File: src/rtl/alu_arbiter.sv
// alu_arbiter: two-way round-robin arbiter and sequencer that shares one
// 16-bit ALU between the execute stage (requester 0) and the auxiliary /
// microcode engine (requester 1). A granted request has its operands
// latched, gets one execute strobe, waits ALU_LATENCY cycles, has its
// result and flags captured, and receives a one-cycle ack.
//
// Optional feature macro: ALU_ARB_FLAG_SHADOW_EN
//   defined     -> one {C,Z,S,V} flag register per requester; a capture only
//                  updates the register of the granted requester.
//   not defined -> one shared flag register driven onto flags0 and flags1.
module alu_arbiter #(
  parameter int ALU_LATENCY = 1
) (
  input  logic        CLK,
  input  logic        RST,
  input  logic        req0,
  input  logic        req1,
  input  logic [15:0] a0,
  input  logic [15:0] b0,
  input  logic [15:0] a1,
  input  logic [15:0] b1,
  input  logic [4:0]  op0,
  input  logic [4:0]  op1,
  output logic        ack0,
  output logic        ack1,
  output logic [15:0] result,
  output logic [3:0]  flags0,
  output logic [3:0]  flags1,
  output logic        busy,
  output logic        gnt_id,
  output logic [15:0] alu_a,
  output logic [15:0] alu_b,
  output logic [4:0]  alu_op,
  output logic        alu_execute,
  input  logic [15:0] alu_out,
  input  logic        alu_c,
  input  logic        alu_z,
  input  logic        alu_s,
  input  logic        alu_v
);

  // Latency is kept inside the 3-bit wait counter's useful range 1..7.
  localparam int LAT_CLAMP = (ALU_LATENCY < 1) ? 1 :
                             ((ALU_LATENCY > 7) ? 7 : ALU_LATENCY);
  localparam logic [2:0] LAT = 3'(LAT_CLAMP);

  typedef enum logic [1:0] {
    IDLE  = 2'd0,
    ISSUE = 2'd1,
    WAIT  = 2'd2,
    DONE  = 2'd3
  } state_t;

  state_t      state_reg;
  logic [2:0]  cnt_reg;
  logic [15:0] a_reg;
  logic [15:0] b_reg;
  logic [4:0]  op_reg;
  logic        gnt_reg;
  logic        last_reg;
  logic [1:0]  ack_reg;
  logic        busy_reg;
  logic        exec_reg;
  logic [15:0] result_reg;

  // Per-requester views of the request ports, indexable by requester id.
  logic [1:0]  req_vec;
  logic [15:0] a_vec  [2];
  logic [15:0] b_vec  [2];
  logic [4:0]  op_vec [2];

  logic [1:0]  elig_next;
  logic        grant_next;
  logic        win_next;
  logic        capture_next;
  logic [3:0]  alu_flags;

  assign req_vec   = {req1, req0};
  assign a_vec[0]  = a0;
  assign a_vec[1]  = a1;
  assign b_vec[0]  = b0;
  assign b_vec[1]  = b1;
  assign op_vec[0] = op0;
  assign op_vec[1] = op1;
  assign alu_flags = {alu_c, alu_z, alu_s, alu_v};

  // A requester just acked in DONE still holds req high for that cycle, so
  // it must not be seen as a new request until the following cycle.
  for (genvar gi = 0; gi < 2; gi++) begin : g_elig
    assign elig_next[gi] = req_vec[gi] &&
                           !((state_reg == DONE) && (gnt_reg == 1'(gi)));
  end

  // Round-robin choice: a lone eligible requester wins, a tie goes to the
  // requester that was not served last.
  always_comb begin
    grant_next = |elig_next;
    if (&elig_next) begin
      win_next = ~last_reg;
    end else begin
      win_next = elig_next[1];
    end
  end

  // Result and flags are sampled on the edge that ends the last wait cycle.
  assign capture_next = (state_reg == WAIT) && (cnt_reg == 3'd1);

  // Sequencer: grant, issue, wait out the ALU latency, capture, ack.
  always_ff @(posedge CLK or posedge RST) begin
    if (RST) begin
      state_reg  <= IDLE;
      cnt_reg    <= 3'd0;
      a_reg      <= 16'h0000;
      b_reg      <= 16'h0000;
      op_reg     <= 5'd0;
      gnt_reg    <= 1'b0;
      last_reg   <= 1'b1;
      ack_reg    <= 2'b00;
      busy_reg   <= 1'b0;
      exec_reg   <= 1'b0;
      result_reg <= 16'h0000;
    end else begin
      ack_reg  <= 2'b00;
      exec_reg <= 1'b0;
      case (state_reg)
        IDLE, DONE: begin
          if (grant_next) begin
            a_reg     <= a_vec[win_next];
            b_reg     <= b_vec[win_next];
            op_reg    <= op_vec[win_next];
            gnt_reg   <= win_next;
            last_reg  <= win_next;
            exec_reg  <= 1'b1;
            busy_reg  <= 1'b1;
            state_reg <= ISSUE;
          end else begin
            busy_reg  <= 1'b0;
            state_reg <= IDLE;
          end
        end
        ISSUE: begin
          cnt_reg   <= LAT;
          busy_reg  <= 1'b1;
          state_reg <= WAIT;
        end
        WAIT: begin
          if (capture_next) begin
            result_reg       <= alu_out;
            ack_reg[gnt_reg] <= 1'b1;
            busy_reg         <= 1'b0;
            state_reg        <= DONE;
          end else begin
            cnt_reg <= cnt_reg - 3'd1;
          end
        end
        default: begin
          busy_reg  <= 1'b0;
          state_reg <= IDLE;
        end
      endcase
    end
  end

`ifdef ALU_ARB_FLAG_SHADOW_EN
  for (genvar gi = 0; gi < 2; gi++) begin : g_flags
    logic [3:0] flags_reg;
    // Each requester keeps its own flags; only the owner of the op updates.
    always_ff @(posedge CLK or posedge RST) begin
      if (RST) begin
        flags_reg <= 4'h0;
      end else if (capture_next && (gnt_reg == 1'(gi))) begin
        flags_reg <= alu_flags;
      end
    end
  end
  assign flags0 = g_flags[0].flags_reg;
  assign flags1 = g_flags[1].flags_reg;
`else
  logic [3:0] flags_reg;
  // One shared flag register, refreshed by every capture.
  always_ff @(posedge CLK or posedge RST) begin
    if (RST) begin
      flags_reg <= 4'h0;
    end else if (capture_next) begin
      flags_reg <= alu_flags;
    end
  end
  assign flags0 = flags_reg;
  assign flags1 = flags_reg;
`endif

  assign ack0        = ack_reg[0];
  assign ack1        = ack_reg[1];
  assign result      = result_reg;
  assign busy        = busy_reg;
  assign gnt_id      = gnt_reg;
  assign alu_a       = a_reg;
  assign alu_b       = b_reg;
  assign alu_op      = op_reg;
  assign alu_execute = exec_reg;

endmodule

File: config.mk
export PLATFORM = sky130hd
export DESIGN_NAME = alu_arbiter
export DESIGN_NICKNAME = d
export VERILOG_FILES = /design/src/rtl/alu_arbiter.sv
export SDC_FILE = /design/constraint.sdc
export NUM_CORES = 1
export LEC_CHECK = 0
export BUFFER_PORTS_ARGS = -buffer_cell sky130_fd_sc_hd__clkbuf_2
export CAP_MARGIN = 20
export CORE_MARGIN = 2
export CORE_UTILIZATION = 44
export DETAILED_ROUTE_END_ITERATION = 8
export GPL_TIMING_DRIVEN = 0
export PLACE_DENSITY_LB_ADDON = 0.25
export SLEW_MARGIN = 30
export SYNTH_ARGS = -nofsm -noshare
export SYNTH_HDL_FRONTEND = slang
export SYNTH_SLANG_ARGS = --single-unit
File: constraint.sdc
create_clock -name CLK -period 2.6 [get_ports CLK]
set_input_delay 0.39 -clock CLK [delete_from_list [all_inputs] [get_ports CLK]]
set_output_delay 0.39 -clock CLK [all_outputs]
set_load 0.02 [all_outputs]
Word-level counts from Yosys, hierarchy flattened
Index checks and enable logic that the tools add are counted.
{"block": "classes", "add_sub_neg": 1, "mul": 0, "div": 0, "magnitude_cmp": 3, "eq_ne": 6, "shift": 0, "n_mux": 23, "bitwise_logic": 3, "n_reduce_logical": 16}
{"cell": "$mux 16", "count": 6}
{"cell": "$mux 5", "count": 3}
{"cell": "$reduce_and 2->1", "count": 4}
{"cell": "$logic_and 1x1->1", "count": 6}
{"cell": "$mux 1", "count": 6}
{"cell": "$mux 2", "count": 3}
{"cell": "$pmux 2 s3", "count": 1}
{"cell": "$pmux 3 s2", "count": 1}
{"cell": "$eq 2x2->1 const B", "count": 2}
{"cell": "$ne 2x2->1 const B", "count": 2}
{"cell": "$reduce_or 2->1", "count": 2}
{"cell": "$eq 3x1->1 const B", "count": 1}
{"cell": "$mux 3", "count": 1}
{"cell": "$pmux 1 s3", "count": 1}
{"cell": "$sub 3x1->3 const B", "count": 1}
{"cell": "$eq 2x1->1 const B", "count": 1}
{"cell": "$ge 2x2->1 const B", "count": 1}
{"cell": "$logic_not 1->1", "count": 2}
{"cell": "$logic_not 2->1", "count": 1}
{"cell": "$lt 1x2->1 const B", "count": 1}
{"cell": "$not 1->1", "count": 2}
{"cell": "$not 1->2", "count": 1}
{"cell": "$reduce_bool 2->1", "count": 1}
{"cell": "$demux 1 s1", "count": 1}
{"cell": "$ge 1x1->1 const B", "count": 1}
{"block": "word_totals", "register_bits": 68, "latch_bits": 0, "mem_bits_rw": 0, "romBits": 0, "inputBits": 98, "elab_cells": 64, "mem_count": 0}

Logic depth before layout (Yosys ltp)
{"block": "depth", "word_depth": 10, "mapped_depth": 7, "ltp_nobuf": 6}

Worst setup path after synthesis
OpenSTA, ideal clock, no wires.
{"block": "synth_path", "path_kind": "reg-to-reg", "start": "register state_reg[0]", "end": "register b_reg[10], in the netlist alu_b[10]", "t_arrival_ps": 1425, "required_time_ps": 2474, "path_slack_ps": 1050, "stages_incl_launch_ff": 7, "n_path_buf": 2, "path_cell_list": "dfrtp_1 > ha_1 > o211ai_2 > buf_4 > buf_6 > mux2i_1 > a21oi_1"}
{"block": "synth_between", "elab_chain_len": 10, "word_cells_on_any_way": 17, "cone_classes": "1 x eq/ne; 4 x mux; 1 x bitwise; 11 x reduce/logical"}
{"element": "start, declared", "line": "54", "rtl": "state_t state_reg;"}
{"element": "start signal, assigned", "line": "111", "rtl": "state_reg <= IDLE;"}
{"element": "start signal, assigned", "line": "135", "rtl": "state_reg <= ISSUE;"}
{"element": "start signal, assigned", "line": "138", "rtl": "state_reg <= IDLE;"}
{"element": "$eq 2x2->1", "line": "91, 125"}
{"element": "$logic_and 1x1->1", "line": "91", "rtl": "!((state_reg == DONE) && (gnt_reg == 1'(gi)));"}
{"element": "$logic_not 1->1", "line": "91"}
{"element": "$logic_and 1x1->1", "line": "90", "rtl": "assign elig_next[gi] = req_vec[gi] &&"}
{"element": "$reduce_and 2->1", "line": "98", "rtl": "if (&elig_next) begin"}
{"element": "$mux 1", "line": "98"}
{"element": "$not 1->2 (implied by the code)", "line": "129", "rtl": "b_reg <= b_vec[win_next];"}
{"element": "$mux 16 (implied by the code) (3 in a row)", "line": "129"}
{"element": "end signal, assigned", "line": "129"}
{"element": "end, declared", "line": "57", "rtl": "logic [15:0] b_reg;"}
Parallel ways exist; a longest one is shown, timed or not. The select of a mux whose other input is x is not followed.
A chain may end at the register's enable or synchronous reset.

Worst setup path after layout
{"block": "layout_path", "start": "register state_reg[0]", "end": "register b_reg[6], in the netlist alu_b[6]"}
The elaborated chain is that of the path after synthesis.

==> results.cfg <==
[status]
status = finished clean

[grt]
grt_max_degree = 36
antenna_found_initial = 0
grt_overflow_total = 0
grt_usage = 0.183
use_met3 = 0.0476
grt_use_met1 = 0.219
grt_busiest_layer = met2
globalRouteMet2Util = 0.315
grt_pass1_wl_um = 10600
grt_pass1_vias = 2316

[clock_network]
numCtsBuffers = 9
clockRootBuffer = clkbuf_8
clock-sinks = 68
htreeDepth = 3
insertion_delay_ps = 330
cts_tree = done
cts.clk_slew.worst_paths_ps = 70
hold_buffers = 0
ctsResizeCount = 0
clockBufferDepth = 2
postCtsSetupBuffers = 0

[synth]
yosys.cell_types.count = 20
synth_seq_cells = 68
synth_warnings = 0
netlist_instances = 260
synth_top_family_by_area = multiplexers
syn_area_per_cell_um2 = 11.6
syn-num-nets = 363
synth-simple-area-share = 0.0646
ys_seq_area_frac = 0.567
synth_area_leader_cell = dfrtp_1
synth_compound_area_frac = 0.0866
synth_top_area_share = 0.558
synth_xor_area_frac = 0
synthMuxAreaShare = 0.212
synthAdderAreaFrac = 0.0208
netlist_area_mm2 = 0.00300
yosys-top-cells-area = dfrtp_1 (56%), mux2i_1 (13%), a21oi_1 (6.7%)

[hold_path]
hp-class = primary input to asynchronous set/reset pin

[die]
rows = 30
die_w_um = 86.6
die_height_um = 86.6
core_area_mm2 = 0.00668
start_util = 0.450
die-area_mm2 = 0.00750
ioPinCount = 164

[timing]
worst_pin_slew_ps = 490
skew_ps = 9.93
fin_tns_setup_ps = 0
drv_slew = 0
rsz0062_at_grt = false
setup_viol = 0
fin_crit_ps = 1790
slew_headroom = 0.671
period_share = 0.690
clock.fmax_mhz = 558
final-hold-violation-count = 0

[critical_path]
path_cells = ha_1 -> o211ai_2 -> buf_4 -> buf_6 -> mux2i_1 -> a21oi_1
worstPathArrival_ps = 2010
slowest_delay_ps = 410
endpoint_kind = register
required_ps = 2810
path_class = register to register
cp-start-kind = register
crit_slowest_cell = dfrtp_1
cp_max_fo = 10

[layout]
multi_input_area_mm2 = 0.00115
area_delta_synth_final_pct = 38.7
final_nets = 538
layout_common_cells = clkbuf_2 (163), dfrtp_1 (67), nor2_1 (42), mux2i_1 (40), a21oi_1 (40)
mostFrequentLayoutCell = clkbuf_2
fin_cells = 520
fill_cells = 558
diodes = 0
regArea_mm2 = 0.00170
drive_gt1_frac = 0.477

[drt]
avgRoutedWirePerCell_um = 13.3
viasPerCell = 4.82
ant_nets = 0
first_iter_violations = 50
drt_wl_total_um = 6930
vias = 2504
drc = 0
firstDrtPassIters = 4

[place]
placedCellCount = 504
portBuffers = 163
gp_congestion = 0.737
dp_hpwl_um = 5360

[power_and_ir_drop]
powerDensity_mw_per_mm2 = 1380
irDropWorstVdd_mv = 0.750
power.leakage_nw = 2.25
total_power_mw = 5.74

[job]
cap_violations = 0
[cell families after synthesis]
family | after synthesis
flops | 68
compound gates | 49
simple gates | 50
fa+ha+maj | 5
buf+inv | 27
mux | 61
[power breakdown]
group | internal [mW] | total, mW | switching (mW)
clock network | 0.564 | 0.968 | 0.404
logic | 1.11 | 2.90 | 1.79
registers | 1.60 | 1.87 | 0.277
[synthesized netlist by cell type, drive strengths merged]
master and n:
dfrtp 67, nor2 42, a21oi 41, mux2i 40, mux2 21, buf 18, inv 9, nand2 6
o21ai 6, ha 5, dfstp 1, nand2b 1, nand3b 1, o211ai 1, o221ai 1
[area by class of cell]
class,instances,share of cell area
Buffer,18,0.0273
Tap cell,80,0.0240
Sequential cell,68,0.409
Inverter,9,0.00871
Timing Repair Buffer,164,0.201
Multi-Input combinational cell,165,0.277
Clock inverter,6,0.0210
Clock buffer,10,0.0330
[final timing paths]
| check | from | endpoint | slack [ps] | cells past startpoint |
|---|---|---|---|---|
| worst min register to register | last_reg | last_reg | 480 | 2 |
| worst max register to register | state_reg[0] | alu_b[6] | 810 | 6 |
| max in group asynchronous | RST | result[1] | 2020 | 3 |
| worst min-delay path | RST | result[12] | 50 | 2 |
| worst max-delay path | state_reg[0] | alu_b[6] | 810 | 6 |
| min in group CLK | alu_z | flags0[2] | 270 | 2 |
[routing by layer]
layer	wire length (µm)	up-vias
li1	-	1234
met1	2960	1151
met2	3370	111
met3	496	8
met4	99	0
met5	0	-
[stage by stage]
step / utilization / instance area (µm²) / worst slack (ps) / hold slack [ps]
floorplan: - / 3000 / 500 / 444
global placement: 0.587 / 3920 / -265 / 453
detailed placement: 0.590 / 3940 / 761 / 426
CTS: 0.624 / 4170 / 750 / 63.5
global route: 0.624 / 4170 / 642 / 82.7
finish: 0.624 / 4170 / 806 / 54.5
[worst max-delay path: cells and delay by family, from the launching register on]
| kind | cells | cell delay [ps] |
|---|---|---|
| buffers and inverters | 2 | 480 |
| DFF | 1 | 410 |
| AOI/OAI and AO/OA | 2 | 310 |
| adders and majority gates | 1 | 260 |
| muxes | 1 | 210 |
Power figures use the tool's default switching activity.
